### src/rtl/fc_pkg.sv
`default_nettype none
// ============================================================================
// Module   : fc_pkg
// Purpose  : Shared definitions for the fully-connected output stage:
//            controller state encoding and signed score limits.
// Ports    : none (package)
// Revision : 1.0 - initial release
// ============================================================================
package fc_pkg;

  typedef enum logic [1:0] {
    ST_IDLE   = 2'd0,
    ST_ACCUM  = 2'd1,
    ST_STREAM = 2'd2,
    ST_DONE   = 2'd3
  } fc_state_t;

  // Default score width of the final layer and its saturation limits.
  localparam int FC_OUT_W  = 16;
  localparam int SCORE_MAX = (2 ** (FC_OUT_W - 1)) - 1;
  localparam int SCORE_MIN = -(2 ** (FC_OUT_W - 1));

  // Width-generic limits so hidden layers with other score widths can reuse
  // the same saturation block.
  function automatic longint sat_max(input int w);
    return (longint'(1) << (w - 1)) - 1;
  endfunction

  function automatic longint sat_min(input int w);
    return -(longint'(1) << (w - 1));
  endfunction

endpackage
`default_nettype wire

### src/rtl/fc_shift_sat.sv
`default_nettype none
// ============================================================================
// Module   : fc_shift_sat
// Purpose  : Combinational rescale of a signed accumulator: arithmetic right
//            shift by FRAC_SHIFT (floor), then saturation to OUT_W bits.
// Ports    : i_acc   - signed accumulator value (ACC_W)
//            o_score - saturated signed score (OUT_W)
// Revision : 1.0 - initial release
// ============================================================================
module fc_shift_sat
  import fc_pkg::*;
#(
  parameter int ACC_W      = 32,
  parameter int OUT_W      = 16,
  parameter int FRAC_SHIFT = 8
) (
  input  logic signed [ACC_W-1:0] i_acc,
  output logic signed [OUT_W-1:0] o_score
);

  localparam logic signed [ACC_W-1:0] c_acc_max = ACC_W'(sat_max(OUT_W));
  localparam logic signed [ACC_W-1:0] c_acc_min = ACC_W'(sat_min(OUT_W));

  logic signed [ACC_W-1:0] w_shifted;

  // Shift first, then clamp: the shift floors toward minus infinity, so a
  // small negative accumulator gives -1 rather than 0.
  always_comb begin
    w_shifted = i_acc >>> FRAC_SHIFT;
    if (w_shifted > c_acc_max) begin
      o_score = c_acc_max[OUT_W-1:0];
    end else if (w_shifted < c_acc_min) begin
      o_score = c_acc_min[OUT_W-1:0];
    end else begin
      o_score = w_shifted[OUT_W-1:0];
    end
  end

endmodule
`default_nettype wire

### src/rtl/fc_score_accumulator.sv
`default_nettype none
// ============================================================================
// Module   : fc_score_accumulator
// Purpose  : Final FC layer output stage. Accumulates the signed product
//            stream per output neuron (bias folded in on the first product),
//            rescales/saturates each neuron to a score, stores all scores,
//            then streams them one per handshake and pulses Done.
// Ports    : FCO_CLOCK_50 / FCO_RESET_InHigh - clock, sync active-high reset
//            FCO_Start                        - begin image (IDLE only)
//            FCO_Prod_* / FCO_Bias_In         - product stream input
//            FCO_Score_*                      - score stream output
//            FCO_Done / FCO_Busy              - status
// Revision : 1.0 - initial release
// ============================================================================
module fc_score_accumulator
  import fc_pkg::*;
#(
  parameter int NUM_CLASSES = 10,
  parameter int IN_W        = 16,
  parameter int ACC_W       = 32,
  parameter int OUT_W       = 16,
  parameter int FRAC_SHIFT  = 8
) (
  input  logic             FCO_CLOCK_50,
  input  logic             FCO_RESET_InHigh,
  input  logic             FCO_Start,
  input  logic [IN_W-1:0]  FCO_Prod_In,
  input  logic [IN_W-1:0]  FCO_Bias_In,
  input  logic             FCO_Prod_Valid,
  input  logic             FCO_Prod_Last,
  output logic             FCO_Prod_Ready,
  output logic [OUT_W-1:0] FCO_Score_Out,
  output logic [3:0]       FCO_Score_Idx,
  output logic             FCO_Score_Valid,
  output logic             FCO_Score_Last,
  input  logic             FCO_Score_Ready,
  output logic             FCO_Done,
  output logic             FCO_Busy
);

  localparam logic [3:0] c_last_idx = 4'(NUM_CLASSES - 1);

  fc_state_t               state_q, state_d;
  logic [3:0]              class_q, class_d;
  logic [3:0]              idx_q, idx_d;
  logic signed [ACC_W-1:0] acc_q, acc_d;
  logic                    first_q, first_d;
  logic signed [OUT_W-1:0] score_q [NUM_CLASSES];
  logic signed [OUT_W-1:0] score_d [NUM_CLASSES];

  logic signed [ACC_W-1:0] w_prod_ext;
  logic signed [ACC_W-1:0] w_bias_ext;
  logic signed [ACC_W-1:0] w_acc_next;
  logic signed [OUT_W-1:0] w_sat_score;

  assign w_prod_ext = {{(ACC_W-IN_W){FCO_Prod_In[IN_W-1]}}, FCO_Prod_In};
  assign w_bias_ext = {{(ACC_W-IN_W){FCO_Bias_In[IN_W-1]}}, FCO_Bias_In};

  // Accumulator value including the current product; the bias is aligned to
  // the product's fixed-point scale so the final shift treats both alike.
  assign w_acc_next = first_q ? ((w_bias_ext <<< FRAC_SHIFT) + w_prod_ext)
                              : (acc_q + w_prod_ext);

  fc_shift_sat #(
    .ACC_W      (ACC_W),
    .OUT_W      (OUT_W),
    .FRAC_SHIFT (FRAC_SHIFT)
  ) u_shift_sat (
    .i_acc   (w_acc_next),
    .o_score (w_sat_score)
  );

  always_comb begin
    state_d = state_q;
    class_d = class_q;
    idx_d   = idx_q;
    acc_d   = acc_q;
    first_d = first_q;
    score_d = score_q;

    case (state_q)
      ST_IDLE: begin
        if (FCO_Start) begin
          state_d = ST_ACCUM;
          class_d = '0;
          first_d = 1'b1;
        end
      end
      ST_ACCUM: begin
        if (FCO_Prod_Valid) begin
          acc_d   = w_acc_next;
          first_d = 1'b0;
          if (FCO_Prod_Last) begin
            score_d[class_q] = w_sat_score;
            first_d          = 1'b1;
            class_d          = class_q + 4'd1;
            if (class_q == c_last_idx) begin
              state_d = ST_STREAM;
              idx_d   = '0;
            end
          end
        end
      end
      ST_STREAM: begin
        if (FCO_Score_Ready) begin
          if (idx_q == c_last_idx) begin
            state_d = ST_DONE;
            idx_d   = '0;
          end else begin
            idx_d = idx_q + 4'd1;
          end
        end
      end
      ST_DONE: begin
        state_d = ST_IDLE;
      end
      default: begin
        state_d = ST_IDLE;
      end
    endcase
  end

  always_ff @(posedge FCO_CLOCK_50) begin
    if (FCO_RESET_InHigh) begin
      state_q <= ST_IDLE;
      class_q <= '0;
      idx_q   <= '0;
      acc_q   <= '0;
      first_q <= 1'b1;
      for (int i = 0; i < NUM_CLASSES; i++) begin
        score_q[i] <= '0;
      end
    end else begin
      state_q <= state_d;
      class_q <= class_d;
      idx_q   <= idx_d;
      acc_q   <= acc_d;
      first_q <= first_d;
      score_q <= score_d;
    end
  end

  // Score outputs are gated to zero outside STREAM so the bus is quiet when
  // no score is being offered.
  assign FCO_Prod_Ready  = (state_q == ST_ACCUM);
  assign FCO_Score_Valid = (state_q == ST_STREAM);
  assign FCO_Score_Out   = FCO_Score_Valid ? score_q[idx_q] : '0;
  assign FCO_Score_Idx   = FCO_Score_Valid ? idx_q : '0;
  assign FCO_Score_Last  = FCO_Score_Valid && (idx_q == c_last_idx);
  assign FCO_Done        = (state_q == ST_DONE);
  assign FCO_Busy        = (state_q != ST_IDLE);

endmodule
`default_nettype wire

### config.mk
export PLATFORM = sky130hd
export DESIGN_NAME = fc_score_accumulator
export DESIGN_NICKNAME = d
export VERILOG_FILES = /design/src/rtl/fc_pkg.sv /design/src/rtl/fc_shift_sat.sv /design/src/rtl/fc_score_accumulator.sv
export SDC_FILE = /design/constraint.sdc
export NUM_CORES = 1
export LEC_CHECK = 0
export CORE_ASPECT_RATIO = 0.9
export CORE_UTILIZATION = 36
export CTS_CLUSTER_SIZE = 8
export DETAILED_ROUTE_END_ITERATION = 12
export SYNTH_ARGS = -nofsm -noshare
export SYNTH_HDL_FRONTEND = slang
export SYNTH_SLANG_ARGS = --single-unit
export TNS_END_PERCENT = 30
### constraint.sdc
create_clock -name FCO_CLOCK_50 -period 4.71 [get_ports FCO_CLOCK_50]
set_clock_uncertainty 0.2 [all_clocks]
set_input_delay 0.942 -clock FCO_CLOCK_50 [delete_from_list [all_inputs] [get_ports FCO_CLOCK_50]]
set_output_delay 0.942 -clock FCO_CLOCK_50 [all_outputs]
set_load 0.05 [all_outputs]
==> results list <==
- Status: finished with violations
* Failing checks: DRC
- PwrDens: 418 mW/mm²
- The share of the Yosys chip area taken by registers is 0.344.
* Class of the worst hold path: reg2reg
- Clk Latency, worst-skew pair: 0.55 ns
* Remaining design rule violation count: 5
* Total CTS buffers: 29
- Broken down by cell family, the worst path's largest delay share belongs to buffers and inverters.
* Vias in the first global route: 10600
- The critical path starts at idx_q[1].
* Synthesis-to-finish area growth: 27.0%
- Input and output buffers added on the ports amount to 62.
- CP endpoint kind: output port
- The region available for standard cell placement spans 0.0321 mm².
- The die is 174 µm tall.
* First-pass GRT wire length: 56.9 mm
* Die Outline Area: 0.0335 mm²
* Netlist cell types: 76
- Delay of the slowest cell on the worst path: 0.82 ns
* NumNets Final: 1609
- The initial antenna violation count came to 0.
- In the final layout, the share of cells above drive strength 1 is 0.219.
- Counting flops and latches in the post-synthesis netlist gives 203.
- Averaged over all synthesized cells, the footprint is 8.89 µm².
- Hold Fails Final Rpt: 0
- Die width: 193 µm
- Clock-pin slew was measured on the worst setup and hold paths at 0.05 ns.
- Max_slew headroom: 0.441
- Kind of launch point of the worst setup path: register
- In this run the critical register-to-register path is launched from acc_q[0].
- Of the total power, registers draw 0.302.
- In this run the cell area of the synthesized design comes to 0.0118 mm².
- The pre-antenna-repair detailed-routing pass consisted of 9 iterations.
* Final ANT Viol Nets: 0
* Final design utilization: 0.467
- Hold_ws: 0.258 ns
* Main flop type after synthesis: dfxtp_1
- In this run, post-CTS hold repair placed 0 buffers.
- Highest achievable clock rate: 218 MHz
* Critical hold path startpoint: acc_q[30]
- Std-Cell Rows: 62
- Combinational share of power: 0.409
- FILL cells: 3129
* Pre-CTS setup slack: -0.724 ns
- IR analysis of the VDD net gives a maximum drop of 0.233 mV.
- Setup slack closes at 0.116 ns.
- Count of synthesis-stage warnings from yosys: 0
- At the worst endpoint, the required time is 3.57 ns.
* Cell internal pwr: 3.98 mW
* Fin. max-slew vios: 0
- Counting every net in the synthesized netlist gives 1426.
- The largest individual stage delay along the critical path comes from the cell dfxtp_2.
- Clk root buf: clkbuf_16
- Combined global-route utilization of all metal layers: 0.213
- After detailed routing, the total wire length is 35.0 mm.
- Multi-input logic area: 0.00730 mm²
- Transition time at the pin with the least slew margin: 0.829 ns
* Proportion of register bits with asynchronous set or reset after synthesis: 0
- Type of the setup path with the least slack: reg2out
- Synthesis produced a netlist whose cell count is 1328.
* Depth of the CTS H-tree: 1
- Traced cell by cell, the critical path runs through buf_4 > mux4_2 > mux2i_1 > o22ai_1 > and2_1 > clkdlybuf4s50_1.
- Of the available clock period, the critical path in the final layout requires 0.975.
- Iteration-0 DRC count of the detailed router: 754
* Clock buffer depth: 3
- The number of antenna diodes in the final layout is 0.
- Including well taps, the total number of placed cells is 1890.
- Routability-driven placement finished with a final weighted congestion of 0.908.
- Excluding fillers, the count of instances in the completed layout stands at 1929.
- Initial Utilization: 0.368
* Share of power burned in the clock network: 0.290
* Ports placed on the boundary: 63
- DPL Wire Length: 24.8 mm
- Data arrival time of the critical path: 3.45 ns
* Buf+Inv Stages, Crit Path: 2
- Post-detailed-route wirelength per cell: 18.1 µm
- Of all nets on the critical path, the largest fanout is 22.
- In this run the static leakage power is 5.43 nW.
- The routed layout has 10600 vias.
- The tool flagged a number of max-cap violations equal to 0.
- Design Power: 6.26 mW
- P_sw: 2.28 mW
- Vias per inst: 5.51
- Global routing finished with a remaining overflow of 0.
- Area taken by flip-flops and latches: 0.00407 mm²
- Switching power as a share of total power: 0.364
- The tree built by TritonCTS fans out to 203 sinks.
* Largest net degree at the start of global routing: 81
- TritonCTS built the clock tree.
* Minimum period implied by the final worst setup slack: 4.59 ns
- In this run, synthesis inferred 0 flip-flops with an integrated enable.
- Number of setup violations in the final report: 0
[registers in the layout, indices dropped and copies added, names as in the netlist]
name / flops
acc_q: 32
class_q: 4
first_q: 1
idx_q: 4
score_q: 160
state_q: 2
[cells in the mapped netlist (12+ instances only)]
library cell  count  area share
nand4_1          12      0.0064
ha_1             58       0.061
a21oi_1          72       0.031
o22ai_1          17      0.0090
clkbuf_1         75       0.024
xor2_1           12      0.0089
nor2b_1          15      0.0079
o21ai_0          48       0.020
dfxtp_1         203        0.34
nor3_1           19      0.0081
inv_1            14      0.0045
a21o_1           15      0.0095
mux2i_1          48       0.041
nor2_1          215       0.068
nand2_1          85       0.027
mux4_2           32       0.061
o211ai_1         13      0.0083
and2_1           29       0.015
a211oi_1        140       0.089
buf_2            15      0.0064
xnor2_1          23       0.017
a211oi_2         29       0.031
[metal layers]
| metal | vias to the layer above | global-route usage | wire length (µm) |
|---|---|---|---|
| met3 | 38 | 0.0263 | 1440 |
| met4 | 0 | 0.0368 | 469 |
| met1 | 5141 | 0.298 | 16800 |
| met5 | - | 0 | 0 |
| li1 | 5235 | - | - |
| met2 | 221 | 0.352 | 16200 |
[path summary, 6_finish.rpt]
kind | endpoint | slack, ns | cells past startpoint
setup / recovery | FCO_Score_Out[9] | 0.12 | 6
hold / removal | acc_q[30] | 0.26 | 2
setup reg to reg | score_q[69] | 0.77 | 15
hold reg to reg | acc_q[30] | 0.26 | 2
[cell type report]
cell class / instances / area share
tap: 416 / 0.0347
clock buffer: 31 / 0.0489
timing repair buffer: 256 / 0.154
inverter: 14 / 0.00350
sequential: 203 / 0.271
clock inverter: 2 / 0.00167
multi-input combinational: 1007 / 0.487
[repair_timing]
item | in CTS | in global routing
pin swaps | 1 | 3
endpoints found under the setup margin | 87 | 67
resized for setup | 0 | 9
buffers inserted | 3 | 3
[cell families after synthesis]
kind of cell	count (synthesis)	share of synthesized area
AND/OR/NAND/NOR	437	0.173
AO/OA/AOI/OAI	395	0.248
flip-flops	203	0.344
buffers and inverters	118	0.0425
multiplexers	80	0.102
adder cells (fa/ha/maj)	60	0.0648
XOR/XNOR	35	0.0260
[placed cells by master (no fill, tap or decap), drive strengths merged, types with 3 or more instances in the layout]
| cell type | n |
|---|---|
| a31oi | 4 |
| and3 | 9 |
| nand2 | 92 |
| o211ai | 14 |
| and2 | 29 |
| nor2b | 18 |
| nor2 | 215 |
| nor3 | 22 |
| o31ai | 5 |
| o21ai | 52 |
| nand4 | 12 |
| or2 | 3 |
| o211a | 3 |
| o21bai | 4 |
| clkdlybuf4s50 | 61 |
| xor2 | 12 |
| xnor2 | 23 |
| a21o | 15 |
| nor4 | 4 |
| buf | 195 |
| clkbuf | 31 |
| mux2i | 48 |
| a2111oi | 3 |
| ha | 58 |
| a311oi | 4 |
| inv | 15 |
| nor3b | 4 |
| nand2b | 7 |
| nand3 | 11 |
| o21a | 9 |
| mux4 | 32 |
| dfxtp | 203 |
| a21oi | 74 |
| a22oi | 6 |
| or3 | 3 |
| a211oi | 169 |
| o22ai | 17 |
[worst min-delay path: stages (launching register included)]
cell and delay [ns]:
dfxtp_1 0.31, nand2_1 0.05, a21oi_1 0.05
[power by group through the flow]
stage,registers (mW),logic (mW),clock network [mW]
floorplan,1.88,1.52,0
global placement,1.92,2.48,0
detailed placement,1.92,2.50,0
CTS,1.89,2.54,1.85
global route,1.90,2.78,1.93
finish,1.89,2.56,1.81
[per-stage QoR]
stage | setup TNS [ns] | instance area, µm²
after floorplan | 0 | 11800
after global placement | -78.32 | 14200
after detailed placement | -88.00 | 14200
after CTS | 0 | 14900
after global routing | -0.000694 | 15000
final | 0 | 15000
Power figures use the tool's default switching activity.
==> patch (same flow settings) <==
`FRAC_SHIFT` is set to 8 in 2 places; all go to 4.
--- a/src/rtl/fc_shift_sat.sv
+++ b/src/rtl/fc_shift_sat.sv
@@ -12,7 +12,7 @@
 #(
   parameter int ACC_W      = 32,
   parameter int OUT_W      = 16,
-  parameter int FRAC_SHIFT = 8
+  parameter int FRAC_SHIFT = 4
 ) (
   input  logic signed [ACC_W-1:0] i_acc,
   output logic signed [OUT_W-1:0] o_score
--- a/src/rtl/fc_score_accumulator.sv
+++ b/src/rtl/fc_score_accumulator.sv
@@ -19,7 +19,7 @@
   parameter int IN_W        = 16,
   parameter int ACC_W       = 32,
   parameter int OUT_W       = 16,
-  parameter int FRAC_SHIFT  = 8
+  parameter int FRAC_SHIFT  = 4
 ) (
   input  logic             FCO_CLOCK_50,
   input  logic             FCO_RESET_InHigh,
Formal check against the unedited RTL: no difference found for any inputs over 10 cycles, from zero or initial values and one cycle with FCO_RESET_InHigh high; that may be too few to reach the edited logic, so the function may still have changed.
==> patch against the original RTL <==
Design area is 1.0% higher. Critical path depth is 8 higher. Setup slack better by 0.026 ns. Area after synthesis is 1.1% lower. Die area is 1.1% lower. Sequential power hardly changed. Sequential cell count stayed put. Routed wire length is 4.4% higher. Power is 0.73% lower. Sequential share of layout area is 0.28 points lower. Critical endpoint is now score_q[75]. Largest power group unchanged.
==> patch: results (changes against the original RTL) <==
Status = finished clean
Commonest cells post-synth = 203 x dfxtp_1, 112 x a221o_1, 105 x nor2_1
Clkbuf count = 32 (+3.2%)
Gr usage total = 22.1% (+0.77 points)
Syn nets = 1386 (-2.8%)
Synth top area share = 34.8% (+0.38 points)
Grt met1 use = 33.1% (+3.2 points)
Overall power = 6.22 mW (-0.73%)
Met1 wire length = 17.8 mm (+5.9%)
Post-Synthesis Cells = 1288 (-3.0%)
Crit-path max FO = 12 (-45%)
Worst path top cell family by delay = compound AO/OA/AOI/OAI gates
Comb group = 2.47 mW (-4%)
Metal3 WL = 1.85 mm (+29%)
# fillers = 3076 (-1.7%)
Post-Place Worst Slack = -0.556 ns (+0.168 ns)
Peak VDD IR = 0.341 mV (+46%)
Met2 WL post-DR = 16.3 mm (+0.33%)
Vias per std cell = 5.76 (+4.5%)
Vias in the first global route = 10600 (-0.62%)
Reg2Reg Depth = 13 (-2)
Number of signal-net buffers in the layout = 271 (+5.9%)
Layout cells sized above 1 = 20.2% (-1.7 points)
Multi-input gates = 948 (-5.9%)
Crit-path max cell delay = 0.55 ns (-0.27 ns)
Clk cell area share = 5.13% (+0.072 points)
DR WL/cell = 19.1 um (+5.4%)
-- patch: cell types whose count changed in the layout (fill, tap and decap cells not counted), moves of 25 or more --
cell / before / now
a211oi_2: 31 / 2
a221o_1: 2 / 112
inv_1: 14 / 39
nand3_1: 11 / 39
nor2_1: 215 / 105
a211oi_1: 138 / 28
-- patch: final timing paths --
kind	end	start	slack (ns)
worst max-delay path	score_q[75]	FCO_Prod_In[1]	0.14
worst max register to register	score_q[75]	acc_q[1]	0.73
worst min-delay path	score_q[30]	score_q[30]	0.26
worst min register to register	score_q[30]	score_q[30]	0.26
-- patch: cells by family (layout without fill, tap and decap cells) --
group / count (synthesis) / count (layout) / synth area share, %
compound gates: 386 / 386 / 25.0
xor+xnor: 32 / 32 / 2.40
fa+ha+maj: 60 / 60 / 6.56
buf+inv: 137 / 344 / 4.68
flops: 203 / 203 / 34.8
mux: 83 / 83 / 10.6
simple gates: 387 / 387 / 16.0
